[src/rtl/mult_div_unit.sv]
// Multicycle signed multiply / divide unit.
// Multiply uses radix-2 Booth over DATA_W cycles; divide uses restoring
// division on magnitudes over DATA_W cycles plus one sign-fix cycle.
// hi_out/lo_out change only on entry to DONE, so the Hi/Lo writeback never
// sees intermediate values.
module mult_div_unit #(
  parameter int DATA_W = 32,
  parameter int CNT_W  = 6
) (
  input  logic              clk,
  input  logic              reset,
  input  logic              MULT_on,
  input  logic              DIV_on,
  input  logic [DATA_W-1:0] a_in,
  input  logic [DATA_W-1:0] b_in,
  output logic [DATA_W-1:0] hi_out,
  output logic [DATA_W-1:0] lo_out,
  output logic              busy,
  output logic              done,
  output logic              dzero
);

  typedef enum logic [2:0] {IDLE, MUL_RUN, DIV_RUN, DIV_FIX, DONE} state_t;

  localparam logic [CNT_W-1:0] LAST_CNT = CNT_W'(DATA_W - 1);

  // Two's complement negation; the most negative value wraps to itself.
  function automatic logic [DATA_W-1:0] neg_val(input logic [DATA_W-1:0] v);
    return -v;
  endfunction

  // Magnitude of a two's complement value, read as unsigned.
  function automatic logic [DATA_W-1:0] abs_val(input logic [DATA_W-1:0] v);
    return v[DATA_W-1] ? neg_val(v) : v;
  endfunction

  state_t             state_q, state_d;
  logic [CNT_W-1:0]   cnt_q, cnt_d;
  // p_hi/p_lo hold the Booth product during multiply and the
  // remainder/quotient during divide; mcand holds multiplicand or |divisor|.
  logic [DATA_W-1:0]  p_hi_q, p_hi_d;
  logic [DATA_W-1:0]  p_lo_q, p_lo_d;
  logic               qm1_q, qm1_d;
  logic [DATA_W-1:0]  mcand_q, mcand_d;
  logic               sa_q, sa_d;
  logic               sb_q, sb_d;
  logic [DATA_W-1:0]  hi_q, hi_d;
  logic [DATA_W-1:0]  lo_q, lo_d;
  logic               dz_q, dz_d;

  logic signed [DATA_W:0]  booth_hi_ext;
  logic signed [DATA_W:0]  booth_mc_ext;
  logic signed [DATA_W:0]  booth_sum;
  logic [DATA_W-1:0]       booth_hi;
  logic [DATA_W-1:0]       booth_lo;
  logic [DATA_W:0]         div_shift;
  logic [DATA_W:0]         div_trial;
  logic                    div_ge;
  logic [DATA_W-1:0]       div_rem;
  logic [DATA_W-1:0]       div_quo;

  // One Booth step and one restoring-divide step, computed from current state.
  always_comb begin
    booth_hi_ext = {p_hi_q[DATA_W-1], p_hi_q};
    booth_mc_ext = {mcand_q[DATA_W-1], mcand_q};
    // The add is one bit wider so the most negative multiplicand cannot overflow.
    case ({p_lo_q[0], qm1_q})
      2'b01:   booth_sum = booth_hi_ext + booth_mc_ext;
      2'b10:   booth_sum = booth_hi_ext - booth_mc_ext;
      default: booth_sum = booth_hi_ext;
    endcase
    booth_hi = booth_sum[DATA_W:1];
    booth_lo = {booth_sum[0], p_lo_q[DATA_W-1:1]};

    div_shift = {p_hi_q, p_lo_q[DATA_W-1]};
    div_trial = div_shift - {1'b0, mcand_q};
    div_ge    = (div_shift >= {1'b0, mcand_q});
    div_rem   = div_ge ? div_trial[DATA_W-1:0] : div_shift[DATA_W-1:0];
    div_quo   = {p_lo_q[DATA_W-2:0], div_ge};
  end

  // Next-state and datapath register updates.
  always_comb begin
    state_d = state_q;
    cnt_d   = cnt_q;
    p_hi_d  = p_hi_q;
    p_lo_d  = p_lo_q;
    qm1_d   = qm1_q;
    mcand_d = mcand_q;
    sa_d    = sa_q;
    sb_d    = sb_q;
    hi_d    = hi_q;
    lo_d    = lo_q;
    dz_d    = dz_q;
    case (state_q)
      IDLE: begin
        cnt_d = '0;
        if (MULT_on) begin
          state_d = MUL_RUN;
          mcand_d = a_in;
          p_hi_d  = '0;
          p_lo_d  = b_in;
          qm1_d   = 1'b0;
          dz_d    = 1'b0;
        end else if (DIV_on) begin
          if (b_in == '0) begin
            state_d = DONE;
            dz_d    = 1'b1;
          end else begin
            state_d = DIV_RUN;
            mcand_d = abs_val(b_in);
            p_hi_d  = '0;
            p_lo_d  = abs_val(a_in);
            sa_d    = a_in[DATA_W-1];
            sb_d    = b_in[DATA_W-1];
            dz_d    = 1'b0;
          end
        end
      end
      MUL_RUN: begin
        p_hi_d = booth_hi;
        p_lo_d = booth_lo;
        qm1_d  = p_lo_q[0];
        cnt_d  = cnt_q + CNT_W'(1);
        if (cnt_q == LAST_CNT) begin
          state_d = DONE;
          hi_d    = booth_hi;
          lo_d    = booth_lo;
        end
      end
      DIV_RUN: begin
        p_hi_d = div_rem;
        p_lo_d = div_quo;
        cnt_d  = cnt_q + CNT_W'(1);
        if (cnt_q == LAST_CNT) state_d = DIV_FIX;
      end
      DIV_FIX: begin
        // Truncating division: remainder follows the dividend's sign.
        hi_d    = sa_q ? neg_val(p_hi_q) : p_hi_q;
        lo_d    = (sa_q ^ sb_q) ? neg_val(p_lo_q) : p_lo_q;
        state_d = DONE;
      end
      DONE:    state_d = IDLE;
      default: state_d = IDLE;
    endcase
  end

  // State and datapath registers, cleared asynchronously.
  always_ff @(posedge clk or negedge reset) begin
    if (!reset) begin
      state_q <= IDLE;
      cnt_q   <= '0;
      p_hi_q  <= '0;
      p_lo_q  <= '0;
      qm1_q   <= 1'b0;
      mcand_q <= '0;
      sa_q    <= 1'b0;
      sb_q    <= 1'b0;
      hi_q    <= '0;
      lo_q    <= '0;
      dz_q    <= 1'b0;
    end else begin
      state_q <= state_d;
      cnt_q   <= cnt_d;
      p_hi_q  <= p_hi_d;
      p_lo_q  <= p_lo_d;
      qm1_q   <= qm1_d;
      mcand_q <= mcand_d;
      sa_q    <= sa_d;
      sb_q    <= sb_d;
      hi_q    <= hi_d;
      lo_q    <= lo_d;
      dz_q    <= dz_d;
    end
  end

  assign hi_out = hi_q;
  assign lo_out = lo_q;
  assign busy   = (state_q != IDLE);
  assign done   = (state_q == DONE);
  assign dzero  = (state_q == DONE) && dz_q;

endmodule

[config.mk]
export PLATFORM = sky130hd
export DESIGN_NAME = mult_div_unit
export DESIGN_NICKNAME = d
export VERILOG_FILES = /design/src/rtl/mult_div_unit.sv
export SDC_FILE = /design/constraint.sdc
export NUM_CORES = 1
export LEC_CHECK = 0
export CAP_MARGIN = 15
export CORE_UTILIZATION = 40
export CTS_CLUSTER_SIZE = 12
export DETAILED_ROUTE_END_ITERATION = 12
export HOLD_SLACK_MARGIN = 0.03
export SETUP_SLACK_MARGIN = 0.4
export SLEW_MARGIN = 20
export SYNTH_ARGS = -nofsm -noshare
export SYNTH_HDL_FRONTEND = slang
export SYNTH_SLANG_ARGS = --single-unit
[constraint.sdc]
create_clock -name clk -period 4.9 [get_ports clk]
set_input_delay 0.98 -clock clk [delete_from_list [all_inputs] [get_ports clk]]
set_output_delay 0.98 -clock clk [all_outputs]
set_load 0.005 [all_outputs]
### Word level (Yosys, flattened, before mapping)

Index checks and enable logic that the tools add are counted.

* memories kept: 0
* output and inout port bits: 67
* input port bits: 68
* latch bits: 0
* bits in writable memories: 0
* flip-flop bits (word level): 173
* bits in read-only memories: 0
* word-level logic and storage cells: 86

* reduce and logical (&&, ||, !) cells: 17
* magnitude comparators: 1
* $add $sub $neg: 8
* div/mod/pow operators: 0
* bitwise operators: 3
* eq/ne operators: 13
* multipliers: 0
* mux-type cells: 33
* shift-type cells: 0

Operator list (number)
* 32-bit two-way mux: 16
* 32-bit case mux with 3 select lines: 2
* 32-bit negator: 4
* 32-bit case mux with 2 select lines: 2
* 33-bit case mux with 2 select lines: 1
* 32-bit by 32-bit adder with 33-bit output: 1
* 33-bit by 32-bit >= comparator with 1-bit output: 1
* 32-bit by 32-bit subtractor with 33-bit output: 1
* 32-bit logical NOT: 1
* 32-bit subtractor: 1
* 3-bit two-way mux: 5
* 3-bit case mux with 4 select lines: 1
* 6-bit case mux with 2 select lines: 1
* 3-bit AND reduction: 3
* 2-bit inequality test, second input constant: 4
* 2-bit nonzero test: 4
* 6-bit by 1-bit adder with 6-bit output, second input constant: 1
* 3-bit by 2-bit equality test with 1-bit output, second input constant: 2
* 6-bit by 5-bit equality test with 1-bit output, second input constant: 1
* 3-bit inequality test, second input constant: 2
* 2-bit AND reduction: 3
* 3-bit nonzero test: 2
* 1-bit two-way mux: 4
* 4-bit AND reduction: 1
* 10 further kinds: 11

### Logic depth before layout (Yosys ltp)

* depth in word-level cells: 6
* gate-level depth with buffers: 19
* gate-level depth less buffers: 18

### Least setup slack after synthesis

Ideal clock, no wire load.

* path type: register to register
* start point: register mcand_q[4]
* end point: register p_hi_q[27]
* stages on the path, launching flop included: 19
* buffers on the path: 2
* arrival time: 3.944 ns
* data required time: 4.776 ns
* library setup time: 0.124 ns
* path slack: 0.832 ns
* clock period less this slack: 4.068 ns
* path through: dfrtp_1 nor3_1 nand3_1 nor3_1 and2_1 clkbuf_1 nor2_1 xnor2_1 ha_1 clkbuf_1 nand4_1 a2111oi_0 o21ai_0 a31oi_1 a31oi_1 o21ai_0 mux2i_1 a22oi_1 a211o_1

* word-level cells in the longest chain between the ends: 3
* elaborated cells between the ends (all ways): 7
* those cells by class: add/sub (3); order compare (1); mux (3)

RTL lines
* start, declared: RTL line 44 `logic [DATA_W-1:0] mcand_q, mcand_d;`
* start signal, assigned: RTL line 168 `mcand_q <= mcand_d;`
* 32-bit by 32-bit subtractor with 33-bit output, or another cell as far along: RTL line 69 `2'b10: booth_sum = booth_hi_ext - booth_mc_ext;`
* 33-bit case mux with 2 select lines or 32-bit two-way mux (tied branches): RTL line 67, 78
* 32-bit case mux with 3 select lines *: RTL line 95 `case (state_q)`
* end signal, assigned: RTL line 165 `p_hi_q <= p_hi_d;`
* end, declared: RTL line 41 `logic [DATA_W-1:0] p_hi_q, p_hi_d;`

Mark *: on every way between the ends. The rest lies on a longest branch, timed or not.
A chain may end at the register's enable or synchronous reset.

### Worst setup path after layout

* start point: register mcand_q[4]
* end point: register p_hi_q[24]

Same word-level chain as after synthesis.

==> metrics <==
initial antenna violation count 0; Post-Syn Area 0.0159 mm^2; EDFF count, synth 0; Initial Util 40.9%; DRC 0; commonest non-fill, non-tap cell in the layout nand2_1; minimum clock period after layout 4.34 ns; Longest Clk Path Bufs 2; min-delay worst type in2async; status finished, final reports clean; reg-to-reg startpoint mcand_q[4]; fmax 230 MHz; largest cells by area after synthesis dfrtp_1 27%, nand2_1 6.6%, o21ai_0 6.6%; Antenna Cells 0; Vias/cell 5.89; commonest cells after routing, fill and taps aside 279 x nand2_1, 207 x o21ai_0, 175 x nor2_1; synthesized net count 2232; Hold-fix buffers, CTS 0; Slew @ Worst Pin 0.996 ns; via count 15800; Yosys cell types 75; Root Driver clkbuf_16; Crit. End Element flop; First-pass DRT Iterations 6; share of cells above drive strength 1 6.42%; total die area 0.0406 mm^2; CTS tree done; Async S/R FF share, synth 100%; clock latency on the worst-skew pair 0.48 ns; Net count, final 2292; reg2reg path depth 16; largest area contributor in the netlist dfrtp_1; sequential-to-total area share from yosys stat 27.2%; CP Launch Type flop; port bufs 134; RSZ-0062 raised after global routing true; Synth Instances 2091; CP Cell Sequence nor3_2 -> and4_1 -> and2_1 -> a41oi_1 -> xnor2_1 -> ha_1 -> a21o_1 -> a21o_1 -> a21oi_1 -> o21bai_1 -> a21oi_1 -> buf_4 -> a21oi_1 -> mux2_2 -> a32oi_1 -> o21ai_0; GPL Wtd Cong 0.979; I/O Pins 135; largest net degree at the start of global routing 104; Max FO, Critical Path 8; first-pass GRT wire length 85800 um; max_cap viols 0; CP arrival 4.69 ns; r2r endpoint p_hi_q[24]; most frequent cell on the critical path a21oi_1; synthesized flop and latch total 173; Rel. slew slack 33.5%; Worst path max stage delay 0.43 ns; Syn Area/Cell 7.61 um^2; Slew Viols, Final 0; Critical-path top delay cell dfrtp_1; die height 201 um; final clock period utilization by the worst path 88.6%; vias in the first global route 14300; Die X 201 um; DR iter-0 viols 1512; Final Hold Fails 0; GRT overflow 0; antenna-violating nets left 0; Crit Path Class reg2reg; Final HPWL DP 43500 um; H-tree levels 4; Reg clk slew, reported paths 0.09 ns; post-route setup TNS 0 ns; row count 72; WL final 56100 um; Worst Clk Skew 0.0164 ns; # clock sinks 173; Primary FF master, synth dfrtp_1; final cell utilization of the core 47.4%; WP data required 5.24 ns; Syn-to-layout area delta 16.1%; cts bufs inserted 17; postcts setup bufs 0; # setup viols final 0; core footprint 0.0389 mm^2; R2R Setup Slk 0.56 ns; Synth warnings 0; total track usage 27.4%; WL/cell 20.9 um; Synth top area share 27.2%
[repair_timing]
item / CTS / global route
gates resized for setup: 3 / 9
pin swaps: 0 / 0
setup endpoints to repair: 4 / 17
[synth_stat cells, types with 24 or more instances]
cell      instances
nand2_1         281
o21ai_0         209
nor2_1          176
dfrtp_1         173
a21oi_1         164
clkbuf_1        121
xor2_1          101
xnor2_1          99
ha_1             71
inv_1            66
a31oi_1          58
mux2i_1          55
nor3_1           36
o31ai_1          33
a21o_1           28
nand3_1          28
or3_1            24
[worst max-delay path, delay by kind of cell (launching register included)]
kind | cells | cell delay [ns]
muxes | 1 | 0.30
and+or+nand+nor | 3 | 0.95
AOI/OAI and AO/OA | 9 | 1.74
xor gates and xnor gates | 1 | 0.24
adders and majority gates | 1 | 0.37
DFF | 1 | 0.43
buffers and inverters | 1 | 0.17
[routing by layer]
metal / part of all wire (%) / GRT usage [%]
met4: 2.6 / 8.93
met3: 8.4 / 5.47
met1: 50 / 42.5
met5: 0 / 0
met2: 39 / 37.0
[through the flow]
step	setup slack [ns]	cells	hold slack, ns	instance area (um^2)
finish	0.557	2682	0.506	18500
CTS	0.453	2681	0.500	18400
global placement	0.373	2649	0.467	17800
detailed placement	0.236	2649	0.489	17800
floorplan	0.832	2091	0.451	15900
global route	0.383	2682	0.536	18500
[cell families after synthesis]
family	after synthesis	share of synthesized area, %
flip-flops	173	27.2
XOR/XNOR	200	11.0
AND/OR/NAND/NOR	680	19.6
adder cells (fa/ha/maj)	73	5.84
AO/OA/AOI/OAI	686	27.0
multiplexers	63	4.03
buffers and inverters	216	5.26
[sequential cells by signal (all words and copies together) (netlist names)]
name     flops
dz_q         1
p_lo_q      32
sb_q         1
qm1_q        1
mcand_q     32
lo_out      32
sa_q         1
cnt_q        6
state_q      3
p_hi_q      32
hi_out      32
[worst max path at each step]
| stage | endpoint | startpoint | depth (start not counted) | slack, ns |
|---|---|---|---|---|
| after floorplan | p_hi_q[27] | mcand_q[4] | 18 | 0.83 |
| after global placement | p_hi_q[27] | mcand_q[4] | 16 | 0.37 |
| after detailed placement | p_hi_q[27] | mcand_q[4] | 16 | 0.24 |
| after CTS | p_hi_q[27] | mcand_q[10] | 15 | 0.45 |
| after global routing | p_hi_q[27] | mcand_q[10] | 15 | 0.38 |
| final | p_hi_q[24] | mcand_q[4] | 16 | 0.56 |
[cell type report]
class,count,area (um^2)
clock inverter,15,196
sequential,173,4330
multi-input combinational,1702,10800
inverter,66,248
timing repair buffer,191,1810
fill,3972,20500
tap,518,648
clock buffer,17,425
Power is left out: the tool's default activity adds up to more than one toggle a clock period on the data nets, which glitch-free logic cannot reach.
